===== config.mk =====
export PLATFORM = sky130hd
export DESIGN_NAME = vector_fp_divider_flat
export DESIGN_NICKNAME = d
export VERILOG_FILES = /design/src/rtl/vector_fp_divider_if.sv /design/src/rtl/vector_fp_divider.sv /design/src/flat_wrapper.sv
export SDC_FILE = /design/constraint.sdc
export NUM_CORES = 1
export LEC_CHECK = 0
export CAP_MARGIN = 10
export CORE_ASPECT_RATIO = 0.6
export CORE_MARGIN = 1.5
export CORE_UTILIZATION = 25
export DETAILED_ROUTE_END_ITERATION = 16
export PLACE_DENSITY = 0.39
export SYNTH_ARGS = -nofsm -noshare
export SYNTH_HDL_FRONTEND = slang
export SYNTH_SLANG_ARGS = --single-unit

===== constraint.sdc =====
create_clock -name clk -period 13.5 [get_ports clk]
set_input_delay 2.7 -clock clk [delete_from_list [all_inputs] [get_ports clk]]
set_output_delay 2.7 -clock clk [all_outputs]
set_load 0.05 [all_outputs]

===== src/rtl/vector_fp_divider_if.sv =====
// Handshake and data bundle for the vector fixed-point divider.
// The master modport is the producer/consumer side; the slave modport is the divider.
interface vector_fp_divider_if #(
  parameter int DATA_WIDTH = 8,
  parameter int LANES      = 8
);
  // Strict valid/ready: a transfer happens on a rising clk edge where both
  // valid and ready are high; valid and payload stay stable until then.
  logic                             in_valid;
  logic                             in_ready;
  logic [LANES-1:0][DATA_WIDTH-1:0] operand1;
  logic [LANES-1:0][DATA_WIDTH-1:0] operand2;
  logic                             out_valid;
  logic                             out_ready;
  logic [LANES-1:0][DATA_WIDTH-1:0] out;
  logic [LANES-1:0]                 div_by_zero;
  logic [LANES-1:0]                 overflow;
  logic                             busy;
  logic [1:0]                       dbg_state;

  modport master (
    output in_valid, operand1, operand2, out_ready,
    input  in_ready, out_valid, out, div_by_zero, overflow, busy, dbg_state
  );

  modport slave (
    input  in_valid, operand1, operand2, out_ready,
    output in_ready, out_valid, out, div_by_zero, overflow, busy, dbg_state
  );
endinterface


===== src/rtl/vector_fp_divider.sv =====
// Per-lane restoring divider computing (a << FRAC_BITS) / b, one quotient bit per cycle,
// all lanes in lock-step; the result is held until the consumer accepts it.
module vector_fp_divider #(
  parameter int DATA_WIDTH = 8,
  parameter int LANES      = 8,
  parameter int FRAC_BITS  = 10
) (
  input logic                clk,
  input logic                rst,
  vector_fp_divider_if.slave bus
);
  localparam int ITER = DATA_WIDTH + FRAC_BITS;
  localparam int CW   = $clog2(ITER);

  typedef enum logic [1:0] {IDLE = 2'd0, RUN = 2'd1, DONE = 2'd2} state_t;

  state_t                           state, state_next;
  logic [CW-1:0]                    count;
  logic [LANES-1:0][ITER-1:0]       div_q;
  logic [LANES-1:0][ITER-1:0]       quo_q, quo_next;
  logic [LANES-1:0][DATA_WIDTH-1:0] dvs_q;
  logic [LANES-1:0][DATA_WIDTH-1:0] rem_q, rem_next;
  logic [LANES-1:0][DATA_WIDTH:0]   rem_shift;
  logic [LANES-1:0][DATA_WIDTH-1:0] res_out;
  logic [LANES-1:0]                 res_dbz, res_ovf;

  always_ff @(posedge clk or posedge rst) begin
    if (rst) state <= IDLE;
    else     state <= state_next;
  end

  always_comb begin
    state_next = state;
    case (state)
      IDLE:    if (bus.in_valid) state_next = RUN;
      RUN:     if (count == CW'(ITER - 1)) state_next = DONE;
      DONE:    if (bus.out_ready) state_next = IDLE;
      default: state_next = IDLE;
    endcase
  end

  // The partial remainder is always below the divisor, so it fits DATA_WIDTH bits;
  // only the shifted trial value needs the extra bit.
  always_comb begin
    rem_shift = '0;
    rem_next  = '0;
    quo_next  = '0;
    for (int i = 0; i < LANES; i++) begin
      rem_shift[i] = {rem_q[i], div_q[i][ITER-1]};
      if (rem_shift[i] >= {1'b0, dvs_q[i]}) begin
        rem_next[i] = rem_shift[i][DATA_WIDTH-1:0] - dvs_q[i];
        quo_next[i] = {quo_q[i][ITER-2:0], 1'b1};
      end else begin
        rem_next[i] = rem_shift[i][DATA_WIDTH-1:0];
        quo_next[i] = {quo_q[i][ITER-2:0], 1'b0};
      end
    end
  end

  always_ff @(posedge clk or posedge rst) begin
    if (rst) begin
      count <= '0;
      div_q <= '0;
      quo_q <= '0;
      dvs_q <= '0;
      rem_q <= '0;
    end else begin
      case (state)
        IDLE: if (bus.in_valid) begin
          for (int i = 0; i < LANES; i++) begin
            div_q[i] <= {bus.operand1[i], {FRAC_BITS{1'b0}}};
          end
          dvs_q <= bus.operand2;
          rem_q <= '0;
          quo_q <= '0;
          count <= '0;
        end
        RUN: begin
          for (int i = 0; i < LANES; i++) begin
            div_q[i] <= {div_q[i][ITER-2:0], 1'b0};
          end
          rem_q <= rem_next;
          quo_q <= quo_next;
          count <= count + CW'(1);
        end
        default: ;
      endcase
    end
  end

  // Quotient and divisor registers are frozen in DONE, so results derived from them are stable.
  always_comb begin
    res_out = '0;
    res_dbz = '0;
    res_ovf = '0;
    if (state == DONE) begin
      for (int i = 0; i < LANES; i++) begin
        if (dvs_q[i] == '0) begin
          res_out[i] = '1;
          res_dbz[i] = 1'b1;
        end else begin
          res_out[i] = quo_q[i][DATA_WIDTH-1:0];
          res_ovf[i] = |quo_q[i][ITER-1:DATA_WIDTH];
        end
      end
    end
  end

  assign bus.in_ready    = (state == IDLE);
  assign bus.out_valid   = (state == DONE);
  assign bus.busy        = (state != IDLE);
  assign bus.out         = res_out;
  assign bus.div_by_zero = res_dbz;
  assign bus.overflow    = res_ovf;
  assign bus.dbg_state   = state;
endmodule

===== src/flat_wrapper.sv =====
// flat-port wrapper written by rule: the top's interface ports become plain ports
module vector_fp_divider_flat 
#(
  parameter int DATA_WIDTH = 8,
  parameter int LANES      = 8,
  parameter int FRAC_BITS  = 10
)
  (clk, rst, bus_in_valid, bus_operand1, bus_operand2, bus_out_ready, bus_in_ready, bus_out_valid, bus_out, bus_div_by_zero, bus_overflow, bus_busy, bus_dbg_state);
  vector_fp_divider_if #(.DATA_WIDTH(DATA_WIDTH), .LANES(LANES)) bus_i ();
  input logic clk;
  input logic rst;
  input wire logic [$bits(bus_i.in_valid)-1:0] bus_in_valid;
  input wire logic [$bits(bus_i.operand1)-1:0] bus_operand1;
  input wire logic [$bits(bus_i.operand2)-1:0] bus_operand2;
  input wire logic [$bits(bus_i.out_ready)-1:0] bus_out_ready;
  output wire logic [$bits(bus_i.in_ready)-1:0] bus_in_ready;
  output wire logic [$bits(bus_i.out_valid)-1:0] bus_out_valid;
  output wire logic [$bits(bus_i.out)-1:0] bus_out;
  output wire logic [$bits(bus_i.div_by_zero)-1:0] bus_div_by_zero;
  output wire logic [$bits(bus_i.overflow)-1:0] bus_overflow;
  output wire logic [$bits(bus_i.busy)-1:0] bus_busy;
  output wire logic [$bits(bus_i.dbg_state)-1:0] bus_dbg_state;
  assign bus_i.in_valid = bus_in_valid;
  assign bus_i.operand1 = bus_operand1;
  assign bus_i.operand2 = bus_operand2;
  assign bus_i.out_ready = bus_out_ready;
  assign bus_in_ready = bus_i.in_ready;
  assign bus_out_valid = bus_i.out_valid;
  assign bus_out = bus_i.out;
  assign bus_div_by_zero = bus_i.div_by_zero;
  assign bus_overflow = bus_i.overflow;
  assign bus_busy = bus_i.busy;
  assign bus_dbg_state = bus_i.dbg_state;
  vector_fp_divider #(.DATA_WIDTH(DATA_WIDTH), .LANES(LANES), .FRAC_BITS(FRAC_BITS)) u_core (.clk(clk), .rst(rst), .bus(bus_i));
endmodule

* Word level (Yosys, flattened, before mapping)
Index checks and enable logic that the tools add are counted.
** Storage, ports and cells
- Memory bits (read-only) :: 0
- Memory bits (writable) :: 0
- Bits in latches :: 0
- Flip-flop bits (word level) :: 423
- Memories kept :: 0
** Operators by class
- Reductions and logical operators :: 22
- $lt $le $gt $ge :: 8
- Shift-type cells :: 0
- Bitwise logic cells :: 0
- Equality and inequality tests :: 6
- Divide/modulo/power cells :: 0
- $mul :: 0
- Add/subtract/negate cells :: 9
- Mux-type cells :: 55
** Operators with widths (number)
- 144-bit case mux with 2 select lines :: 2
- 144-bit two-way mux :: 2
- 8-bit two-way mux :: 18
- 64-bit two-way mux :: 2
- 64-bit case mux with 2 select lines :: 1
- 10-bit OR reduction :: 8
- 9-bit by 8-bit >= comparator with 1-bit output :: 8
- 8-bit logical NOT :: 8
- 8-bit subtractor :: 8
- 1-bit two-way mux :: 24
- 5-bit case mux with 2 select lines :: 1
- 2-bit two-way mux :: 3
- 2-bit case mux with 3 select lines :: 1
- 5-bit by 1-bit adder with 5-bit output (second input constant) :: 1
- 5-bit == test (second input constant) :: 1
- 5-bit two-way mux :: 1
- 2-bit != test (second input constant) :: 2
- 2-bit AND reduction :: 2
- 2-bit nonzero test :: 2
- 3-bit AND reduction :: 1
- 2-bit by 1-bit == test with 1-bit output (second input constant) :: 1
- 2-bit == test (second input constant) :: 1
- 2-bit logical NOT :: 1
- 2-bit by 1-bit != test with 1-bit output (second input constant) :: 1

* Logic depth before layout (Yosys ltp)
- Depth after elaboration :: 3
- Gate-level depth with buffers :: 9
- Gate-level depth less buffers :: 8

* Least setup slack after synthesis
Ideal clock, no wire load.
- Path kind :: register -> output
- From :: register u_core.state[0], in the netlist u_core.bus.dbg_state[0]
- To :: output port bus_overflow[0]
- Required time :: 10800 ps
- Slack :: 8067 ps
- Data arrival time :: 2733 ps
- Cell stages (with the launch flop) :: 7
- Cell sequence :: dfrtp_1 -> nand2b_1 -> clkbuf_1 -> inv_2 -> buf_1 -> nand2_1 -> a31oi_1
** On the way
- Longest elaborated chain between the ends :: 2
** Ends and longest elaborated chain
- start, declared :: line vector_fp_divider.sv:17 : state_t state, state_next;
- start signal, assigned :: line vector_fp_divider.sv:29 : else state <= state_next;
- 2-bit == test
- via bus_out_valid :: line flat_wrapper.sv:17 : output wire logic [$bits(bus_i.out_valid)-1:0] bus_out_valid;
- 8-bit two-way mux :: line vector_fp_divider.sv:96 : if (state == DONE) begin
- end, declared :: line flat_wrapper.sv:20 : output wire logic [$bits(bus_i.overflow)-1:0] bus_overflow;
The timed path passes the listed nets, and every way through them passes these cells.

* Worst setup path in the final report
- From :: register u_core.state[0], in the netlist u_core.bus.dbg_state[0]
- To :: output port bus_out[11]
** On the way
- Longest elaborated chain between the ends :: 2
** Ends and longest elaborated chain
- 2-bit == test :: line vector_fp_divider.sv:96
- 64-bit two-way mux :: line vector_fp_divider.sv:96
- end, declared :: line flat_wrapper.sv:18 : output wire logic [$bits(bus_i.out)-1:0] bus_out;
No other way between the ends.

==> results by group <==
STA
  • Max Slew Vio Count: 0
  • Max Freq: 0.1568 GHz
  • Slew HR: 0.2586
  • Final clock skew: 0.01567 ns
  • Final cycle utilization of the critical path: 0.4723
  • Setup ws final: 7.124 ns
  • Setup TNS: 0 ns
  • Final min period: 6.376 ns
  • Hold Fails Final Rpt: 0
  • Final-report setup violation count: 0
  • Worst-Margin Slew: 1.112 ns
  • RSZ-0062 raised after global routing: no

Drt
  • Via/cell ratio: 4.926
  • DR WL/cell: 18.19 um
  • Post-route ant nets: 0
  • Residual DRC: 0
  • Iter 0 DRT Violations: 986
  • Vias: 14280
  • Router iterations before antenna repair: 5
  • Routed WL: 52730 um

CTS
  • CTS Buffer Depth: 3
  • Post CTS Setup Buffer Count: 0
  • Inserted Clock Buffers: 40
  • Clock transition at path regs: 0.06 ns
  • H-Tree Depth: 2
  • Clock Tree Root: clkbuf_16
  • # hold bufs at CTS: 0
  • # resized after CTS: 0
  • Worst-skew pair later-pin latency: 0.57 ns
  • TritonCTS Sinks: 343
  • Clock tree from TritonCTS: built

Setup path
  • CP Cell Sequence: nand2b_1, inv_2, buf_4, a21o_1, clkdlybuf4s50_1
  • WS Path Type: flip-flop to output port
  • Startpoint Class: flip-flop
  • Critical R2R Capture: u_core.rem_q[36]
  • Critical Path RT: 10.80 ns
  • Worst R2R Start: u_core.bus.dbg_state[0]
  • Slowest-stage cell, CP: clkdlybuf4s50_1
  • Signal arrival time at the worst endpoint: 3.68 ns
  • Worst path bufs/invs: 3
  • CP max stage delay: 0.80 ns
  • Crit-path max FO: 60
  • Crit. End Element: output port
  • R2R setup slack: 10.70 ns
  • Worst r2r path cells: 5
  • CP top delay family: buffers and inverters

Floorplanning
  • Die ar.: 71860 um2
  • Chip Width: 345.1 um
  • Core ar.: 69630 um2
  • Die Y: 208.3 um
  • Num rows: 75
  • Starting Density: 0.2521
  • IO Count: 217

Synthesis
  • YS warnings: 0
  • #FFs+latches synth: 343
  • EDFF count, synth: 0
  • Async S/R FF share, synth: 1.000
  • Mean Syn Cell Area: 9.790 um2
  • Register area share after synthesis: 0.4890
  • Mapped Cells: 1793
  • Ys flop type: dfrtp_1
  • Cell area after synthesis: 17550 um2
  • Unique masters post-synth: 64
  • Post-synth net total: 1999

Cells and area
  • Most frequent cells in the layout: 343 x dfrtp_1, 216 x clkdlybuf4s50_1, 196 x nand2_1
  • P&R area growth vs syn: 24.07%
  • Final Net Count: 2156
  • Most common cell after layout, fill and taps aside: dfrtp_1
  • Layout cells sized above 1: 0.05015

Placement
  • PortBufs: 216
  • DP Worst Slack: 7.623 ns
  • Gp weighted congestion: 0.7843
  • Post-detail-place hpwl: 34280 um

Hold path
  • Min-Delay Path Depth: 2
  • WHS Endpoint: u_core.div_q[29]
  • Worst min-delay path startpoint: u_core.div_q[29]
  • HP Class: flip-flop to flip-flop

Global routing
  • GR peak layer: met1
  • First-pass GRT wire length: 84940 um
  • Grt ovf: 0
  • Vias in the first global route: 14484
  • GRT met1 Usage: 0.2194
  • GR met3 Demand/Resource: 0.02664
  • M2 GR Usage: 0.2180
  • Largest net degree at the start of global routing: 185
  • Initial antenna violation count: 3
  • Total global-route track usage: 0.1480

Power
  • Peak VDD IR: 0.0001236 V
  • Lkg Pwr: 9.805 nW
  • Pwr/cell area: 273.4 nW/um2

Run status
  • Status: completed

Run
  • Max_cap viols: 0
[flip-flops by register name (all words and copies together) (netlist names)]
register and cells:
u_core.bus.dbg_state 2, u_core.count 5, u_core.div_q 64, u_core.dvs_q 64, u_core.quo_q 144, u_core.rem_q 64
[cells by family (layout without fill, tap and decap cells)]
| family | Yosys count | in the layout | share of synthesized area |
|---|---|---|---|
| buffers and inverters | 214 | 395 | 0.04933 |
| and+or+nand+nor | 528 | 528 | 0.1420 |
| adders and majority gates | 74 | 74 | 0.05617 |
| AOI/OAI and AO/OA | 612 | 612 | 0.2518 |
| muxes | 9 | 9 | 0.005275 |
| DFF | 343 | 343 | 0.4890 |
| other | 0 | 1 | 0 |
| xor gates and xnor gates | 13 | 13 | 0.006487 |
[per-layer routing]
metal	up-vias	wire length (um)
met4	0	1239
met1	7076	26930
met3	59	2121
li1	6902	-
met5	-	0
met2	243	22440
[worst max-delay path by stage]
stage,startpoint,endpoint,slack [ns],cells after the start
finish,u_core.bus.dbg_state[0],bus_out[11],7.12,5
global placement,u_core.bus.dbg_state[0],bus_out[11],7.72,5
floorplan,rst,u_core.bus.dbg_state[0],1.29,1
global route,u_core.bus.dbg_state[0],bus_out[10],6.88,5
CTS,u_core.bus.dbg_state[0],bus_out[1],6.99,5
detailed placement,u_core.bus.dbg_state[0],bus_out[1],7.62,5
[area by class of cell]
type	instances	area, um2
multi-input cells	1236	8143
clock buffers	58	1150
flip-flops and latches	343	8583
diodes	1	2.502
inverters	95	364.1
clock inverters	8	70.07
fillers	7146	47850
well taps	924	1156
repair buffers	234	2310
[synthesized netlist by cell type (all sizes together) (24+ instances only)]
cell type / number / area share
nor2: 125 / 0.027
ha: 66 / 0.047
clkbuf: 60 / 0.013
nand2: 198 / 0.042
nor2b: 33 / 0.013
nor4: 33 / 0.012
buf: 59 / 0.016
a22oi: 25 / 0.011
a22o: 136 / 0.068
o22ai: 32 / 0.011
a21oi: 43 / 0.013
o21ai: 145 / 0.042
a21o: 70 / 0.030
dfrtp: 343 / 0.49
nand4: 24 / 0.0086
nand3: 41 / 0.012
and3: 24 / 0.0086
inv: 95 / 0.020
[stage by stage]
stage	utilization	area (um2)	hold WS (ns)	instances	total power, mW
after floorplan	-	17550	0.4463	1793	4.133
final	0.3128	21780	0.4762	2899	5.953
after global placement	0.2952	20560	0.4629	2832	4.910
after global routing	0.3128	21780	0.4955	2899	6.535
after detailed placement	0.2952	20560	0.4647	2832	4.915
after CTS	0.3127	21780	0.4791	2898	6.028
[tightest hold or removal path: cells and delay by family (launching register included)]
family	cells	cell delay [ns]
DFF	1	0.34
and+or+nand+nor	2	0.10
[where the power goes]
part / internal [mW] / switching (mW)
Combinational: 1.26 / 1.73
Sequential: 1.52 / 0.383
Clock: 0.606 / 0.446
Note: power is estimated with default switching activity, not from simulation.
